`config.mk`:
```
export PLATFORM = sky130hd
export DESIGN_NAME = cla_pipe_adder_flat
export DESIGN_NICKNAME = d
export VERILOG_FILES = /design/src/rtl/cla_pipe_adder_if.sv /design/src/rtl/cla_pipe_adder.sv /design/src/flat_wrapper.sv
export SDC_FILE = /design/constraint.sdc
export NUM_CORES = 1
export LEC_CHECK = 0
export BUFFER_PORTS_ARGS = -buffer_cell sky130_fd_sc_hd__clkbuf_2
export CORE_ASPECT_RATIO = 1.75
export CORE_UTILIZATION = 54
export DETAILED_ROUTE_END_ITERATION = 12
export GPL_ROUTABILITY_DRIVEN = 0
export GPL_TIMING_DRIVEN = 0
export PLACE_DENSITY = 0.84
export SYNTH_ARGS = -nofsm -noshare
export SYNTH_HDL_FRONTEND = slang
export SYNTH_SLANG_ARGS = --single-unit
```
`constraint.sdc`:
```
create_clock -name clk -period 2.15 [get_ports clk]
set_input_delay 0.1075 -clock clk [delete_from_list [all_inputs] [get_ports clk]]
set_output_delay 0.1075 -clock clk [all_outputs]
set_load 0.005 [all_outputs]
```
`src/rtl/cla_pipe_adder_if.sv`:
```
// Operand/result handshake bundle for the pipelined carry-lookahead adder.
// The slave side is the adder; the master side is the issue/writeback logic.
interface cla_pipe_adder_if #(
    parameter int W = 64
);
    logic         in_valid;
    logic         in_ready;
    logic [W-1:0] a;
    logic [W-1:0] b;
    logic         cin;
    logic         out_valid;
    logic         out_ready;
    logic [W-1:0] sum;
    logic         cout;
    logic         ovf;

    modport master (
        output in_valid, a, b, cin, out_ready,
        input  in_ready, out_valid, sum, cout, ovf
    );

    modport slave (
        input  in_valid, a, b, cin, out_ready,
        output in_ready, out_valid, sum, cout, ovf
    );
endinterface

```
`src/rtl/cla_pipe_adder.sv`:
```
// Wide adder pipelined one 16-bit carry-lookahead slice per stage, with a
// bit-level p/g input stage and a registered result stage behind the last slice.
module cla_pipe_adder #(
    parameter int SLICES = 4
) (
    input  logic            clk,
    input  logic            rst_n,
    cla_pipe_adder_if.slave bus
);
    localparam int W = 16 * SLICES;

    logic adv;

    // Stage 0 holds raw p/g; stage k (1..SLICES) has resolved slices 0..k-1.
    logic [SLICES:0]            st_valid;
    logic [SLICES-1:0][W-1:0]   st_p;
    logic [SLICES-1:0][W-1:0]   st_g;
    logic [SLICES:0][W-1:0]     st_sum;
    logic [SLICES:0]            st_carry;
    logic                       last_c15;

    logic                       out_valid_r;
    logic [W-1:0]               sum_r;
    logic                       cout_r;
    logic                       ovf_r;

    logic [SLICES:1][17:0]      res;
    logic [SLICES:1][W-1:0]     nxt_sum;

    // Returns {carry out of bit 15, carry into bit 15, sum[15:0]}.
    function automatic logic [17:0] cla16(
        input logic [15:0] p,
        input logic [15:0] g,
        input logic        ci
    );
        logic [3:0]  gp;
        logic [3:0]  gg;
        logic [4:0]  gc;
        logic [15:0] c;
        for (int j = 0; j < 4; j++) begin
            gp[j] = p[4*j+3] & p[4*j+2] & p[4*j+1] & p[4*j];
            gg[j] = g[4*j+3]
                  | (p[4*j+3] & g[4*j+2])
                  | (p[4*j+3] & p[4*j+2] & g[4*j+1])
                  | (p[4*j+3] & p[4*j+2] & p[4*j+1] & g[4*j]);
        end
        gc[0] = ci;
        gc[1] = gg[0] | (gp[0] & gc[0]);
        gc[2] = gg[1] | (gp[1] & gc[1]);
        gc[3] = gg[2] | (gp[2] & gc[2]);
        gc[4] = gg[3] | (gp[3] & gc[3]);
        // Bit carries inside each group come straight from the group carry-in.
        for (int j = 0; j < 4; j++) begin
            c[4*j]   = gc[j];
            c[4*j+1] = g[4*j] | (p[4*j] & gc[j]);
            c[4*j+2] = g[4*j+1]
                     | (p[4*j+1] & g[4*j])
                     | (p[4*j+1] & p[4*j] & gc[j]);
            c[4*j+3] = g[4*j+2]
                     | (p[4*j+2] & g[4*j+1])
                     | (p[4*j+2] & p[4*j+1] & g[4*j])
                     | (p[4*j+2] & p[4*j+1] & p[4*j] & gc[j]);
        end
        return {gc[4], c[15], p ^ c};
    endfunction

    always_comb begin
        res     = '0;
        nxt_sum = '0;
        for (int k = 1; k <= SLICES; k++) begin
            res[k] = cla16(st_p[k-1][16*(k-1) +: 16],
                           st_g[k-1][16*(k-1) +: 16],
                           st_carry[k-1]);
            nxt_sum[k] = st_sum[k-1];
            nxt_sum[k][16*(k-1) +: 16] = res[k][15:0];
        end
    end

    // Global stall: every stage moves together or nothing moves.
    assign adv = !out_valid_r || bus.out_ready;

    always_ff @(posedge clk or negedge rst_n) begin
        if (!rst_n) begin
            st_valid    <= '0;
            st_p        <= '0;
            st_g        <= '0;
            st_sum      <= '0;
            st_carry    <= '0;
            last_c15    <= 1'b0;
            out_valid_r <= 1'b0;
            sum_r       <= '0;
            cout_r      <= 1'b0;
            ovf_r       <= 1'b0;
        end else if (adv) begin
            st_valid[0] <= bus.in_valid;
            st_p[0]     <= bus.a ^ bus.b;
            st_g[0]     <= bus.a & bus.b;
            st_carry[0] <= bus.cin;
            st_sum[0]   <= '0;
            for (int k = 1; k < SLICES; k++) begin
                st_p[k] <= st_p[k-1];
                st_g[k] <= st_g[k-1];
            end
            for (int k = 1; k <= SLICES; k++) begin
                st_valid[k] <= st_valid[k-1];
                st_sum[k]   <= nxt_sum[k];
                st_carry[k] <= res[k][17];
            end
            // Only the top slice's bit-15 carry-in matters for signed overflow.
            last_c15    <= res[SLICES][16];
            out_valid_r <= st_valid[SLICES];
            sum_r       <= st_sum[SLICES];
            cout_r      <= st_carry[SLICES];
            ovf_r       <= last_c15 ^ st_carry[SLICES];
        end
    end

    assign bus.in_ready  = adv;
    assign bus.out_valid = out_valid_r;
    assign bus.sum       = sum_r;
    assign bus.cout      = cout_r;
    assign bus.ovf       = ovf_r;

endmodule

```
`src/flat_wrapper.sv`:
```
// flat-port wrapper written by rule: the top's interface ports become plain ports
module cla_pipe_adder_flat 
#(
    parameter int SLICES = 4
)
  (clk, rst_n, bus_in_valid, bus_a, bus_b, bus_cin, bus_out_ready, bus_in_ready, bus_out_valid, bus_sum, bus_cout, bus_ovf);
  cla_pipe_adder_if #(.W((16 * SLICES))) bus_i ();
  input  logic clk;
  input  logic rst_n;
  input wire logic [$bits(bus_i.in_valid)-1:0] bus_in_valid;
  input wire logic [$bits(bus_i.a)-1:0] bus_a;
  input wire logic [$bits(bus_i.b)-1:0] bus_b;
  input wire logic [$bits(bus_i.cin)-1:0] bus_cin;
  input wire logic [$bits(bus_i.out_ready)-1:0] bus_out_ready;
  output wire logic [$bits(bus_i.in_ready)-1:0] bus_in_ready;
  output wire logic [$bits(bus_i.out_valid)-1:0] bus_out_valid;
  output wire logic [$bits(bus_i.sum)-1:0] bus_sum;
  output wire logic [$bits(bus_i.cout)-1:0] bus_cout;
  output wire logic [$bits(bus_i.ovf)-1:0] bus_ovf;
  assign bus_i.in_valid = bus_in_valid;
  assign bus_i.a = bus_a;
  assign bus_i.b = bus_b;
  assign bus_i.cin = bus_cin;
  assign bus_i.out_ready = bus_out_ready;
  assign bus_in_ready = bus_i.in_ready;
  assign bus_out_valid = bus_i.out_valid;
  assign bus_sum = bus_i.sum;
  assign bus_cout = bus_i.cout;
  assign bus_ovf = bus_i.ovf;
  cla_pipe_adder #(.SLICES(SLICES)) u_core (.clk(clk), .rst_n(rst_n), .bus(bus_i));
endmodule
```
==> key figures <==
Global routing
  • GR Overflow Total: 0
  • Total GRT Usage: 0.319
  • Largest net degree at the start of global routing: 127
  • Antenna violations before repair: 2
  • Vias in the first global route: 20700
  • First-pass GRT wire length: 106000 µm

Clock tree
  • CTS root buffer: clkbuf_16
  • CTS buffer count: 47
  • CTS tree: done
  • Max clock buf depth: 3
  • Worst-Skew Late Latency: 590 ps
  • H-tree levels: 2
  • CTS clk-pin slew, worst paths: 80 ps
  • Clock sink count: 558

Worst setup path
  • CP required: 2640 ps
  • Startpoint Class: flop
  • CP bufs+invs: 0
  • Slowest-stage cell, CP: or4b_1
  • Crit path max-delay family: compound AO/OA/AOI/OAI gates
  • Worst Setup End Kind: flop
  • Crit Reg-Reg Endpoint: u_core.nxt_sum[239]
  • Slowest stage delay, CP: 500 ps
  • Worst reg2reg setup slack: -180 ps
  • Critical path type: flop to flop
  • Reg2Reg Launch Point: u_core.st_g[161]
  • Worst path cell trace: a211oi_2 > nor2_2 > a31oi_4 > nand2_2 > a221o_1 > or4b_1 > nand3_1
  • Worst Reg-to-Reg Cells: 7
  • Critical Path Stages: 7
  • Critical Path Fanout Max: 4
  • Worst Path Arrival: 2810 ps

Yosys
  • Largest family of logic cells by synthesized area: simple AND/OR/NAND/NOR gates
  • Synth warnings: 0
  • Syn Nets: 2808
  • Post-Syn Area: 23000 µm²
  • Cell variety after synth: 49
  • FF+latch count, synth: 558
  • Ys async rst share: 1.00
  • Synth Area per Inst: 8.88 µm²
  • Syn Inst Count: 2595
  • Mux cell area share after synthesis: 0
  • Post-synth EDFFs: 0
  • Simple-Gate Fraction of Synth Area: 0.270
  • Ys flop type: dfrtp_1
  • Synth Area in Adders: 0.0434
  • Area fraction in compound gates after synthesis: 0.0439
  • Seq/Total Area, Yosys: 0.606
  • Post-synthesis xor/xnor area fraction: 0.0141

Pwr
  • Sw Share: 0.389
  • Internal power: 0.0247 W
  • VDD IR max: 0.692 mV
  • P_leak: 15.7 nW
  • Combinational Power Share: 0.332
  • Power share of the sequential group: 0.456
  • Pwr Density: 1390 nW/µm²
  • Clock power share: 0.212
  • Sw power: 0.0157 W

Layout
  • Cell area after layout: 29100 µm²
  • Share of cells above drive strength 1: 0.144
  • Filler instances: 2938
  • Layout Nets: 3297
  • Layout Cells excl Fill: 3677
  • Synth-to-Final Area Change: 26.3%
  • Final Core Density: 0.695

Timing
  • Clock Skew: 25.2 ps
  • Slew at the pin closest to its max-slew limit: 887 ps
  • Fmax: 430 MHz
  • Slew Limit Fails: 0
  • Final WS setup: -176 ps
  • Post-layout min period: 2330 ps
  • Hold Slack: 49.0 ps
  • Crit share post-route: 1.08
  • Final Hold Viols: 0
  • Rel. slew slack: 0.409
  • Finish-stage setup viols: 10
  • RSZ-0062 raised after global routing: yes
  • Setup_tns: -727 ps

Drt
  • Vias: 20600
  • Remaining antenna violation count: 0
  • WL/cell: 19.1 µm
  • DRC: 0
  • 1st-iter DRT viols: 2259
  • Final wirelength: 70100 µm
  • Routed vias/inst: 5.60
  • DR pass1 iterations: 9

Place
  • DP Area: 24900 µm²
  • DP HPWL: 42200 µm
  • Port-buffer cells: 200
  • Placed Cells: 3355

Outcome
  • Violated checks: setup timing
  • Status: finished with violations

Floorplanning
  • Die X: 158 µm
  • Starting Density: 0.550
  • DIE HEIGHT: 275 µm
  • FP Rows: 99
  • I/O pin total: 201
  • Core area: 41900 µm²
  • Die footprint: 43500 µm²

Flow run
  • Max Cap Violations: 0

Min path
  • Worst Hold Class: primary input to async pin
## stage by stage
stage,setup WS (ps),total power (W)
after floorplan,120,0.0245
after global placement,-10910,0.0284
after detailed placement,-1100,0.0293
after CTS,-65.0,0.0386
after global routing,-248,0.0424
final,-176,0.0403
## placed cells by master (no fill, tap or decap), drive strengths merged, types with 14 or more instances in the layout
master and count:
nand2 1534, nor2 46, a21o 17, dlygate4sd3 195
ha 80, o21ai 50, xor2 23, a21oi 36
buf 54, dfrtp 558, clkbuf 381, xnor2 14
## registers in the layout, indices dropped and copies added (netlist names)
| register | flops |
|---|---|
| u_core.bus.ovf | 1 |
| u_core.bus.cout | 1 |
| u_core.last_c15 | 1 |
| u_core.st_carry | 5 |
| u_core.nxt_sum | 96 |
| u_core.bus.out_valid | 1 |
| u_core.st_g | 160 |
| u_core.st_p | 160 |
| u_core.bus.sum | 64 |
| u_core.st_sum | 64 |
| u_core.st_valid | 5 |
## worst max-delay path by stage
| stage | from | endpoint | slack [ps] |
|---|---|---|---|
| after global routing | u_core.st_p[161] | u_core.nxt_sum[239] | -250 |
| after detailed placement | u_core.bus.out_valid | u_core.st_g[0] | -1100 |
| after global placement | rst_n | u_core.st_g[59] | -10910 |
| final | u_core.st_g[161] | u_core.nxt_sum[239] | -180 |
| after CTS | u_core.bus.out_valid | bus_in_ready | -60 |
| after floorplan | u_core.st_p[245] | u_core.st_sum[317] | 120 |
## cell families after synthesis
logic type | count (synthesis)
and+or+nand+nor | 1624
DFF | 558
AOI/OAI and AO/OA | 159
buffers and inverters | 137
adders and majority gates | 80
xor gates and xnor gates | 37
## power by group through the flow
| stage | Clock (W) | Combinational [W] | Sequential [W] |
|---|---|---|---|
| floorplan | 0 | 0.00734 | 0.0172 |
| global placement | 0 | 0.0106 | 0.0178 |
| detailed placement | 0 | 0.0112 | 0.0181 |
| CTS | 0.00855 | 0.0121 | 0.0180 |
| global route | 0.00895 | 0.0148 | 0.0187 |
| finish | 0.00856 | 0.0134 | 0.0184 |
## Yosys cell counts, types with 7 or more instances
cell         n  share of area
nor3_1       9         0.0020
o21ai_0     49          0.011
a21oi_1     35         0.0076
a21o_1      15         0.0049
o31ai_1     10         0.0033
nor2_1      46         0.0075
xor2_1      23         0.0087
dfrtp_1    558           0.61
or3_1        7         0.0019
ha_1        80          0.043
o21a_1      11         0.0036
inv_1       12         0.0020
nand2_1   1534           0.25
nand3_1      7         0.0015
clkbuf_1   115          0.019
xnor2_1     14         0.0053
buf_1        8         0.0013
## metal layers
metal,vias up,track usage,share of wire
met2,1219,0.549,0.49
met3,437,0.0526,0.085
met4,0,0.239,0.092
li1,9094,-,-
met1,9828,0.351,0.34
met5,-,0,0
## worst reg2reg max path: cells and delay by family (launching register included)
kind | cells | cell delay [ps]
compound gates | 3 | 1030
flops | 1 | 420
simple gates | 4 | 800
## layout make-up
class | instances | area, µm² | area share
diodes | 2 | 5.00 | 0.000172
plain buffers | 125 | 663 | 0.0228
clock buffers | 65 | 1360 | 0.0466
clock inverters | 20 | 169 | 0.00580
inverters | 12 | 48.8 | 0.00168
multi-input cells | 1900 | 8750 | 0.301
flip-flops and latches | 558 | 14000 | 0.480
well taps | 555 | 694 | 0.0239
repair buffers | 440 | 3450 | 0.118
## repair_timing
item                                    4_1_cts  5_1_grt
hold buffers                                195        0
pin swaps                                     7       19
gates cloned                                  0        3
endpoints found under the setup margin      542      143
buffers inserted                              7       30
gates resized for setup                     110       52
endpoints found under the hold margin       247        0
(Power assumes the default switching activity.)
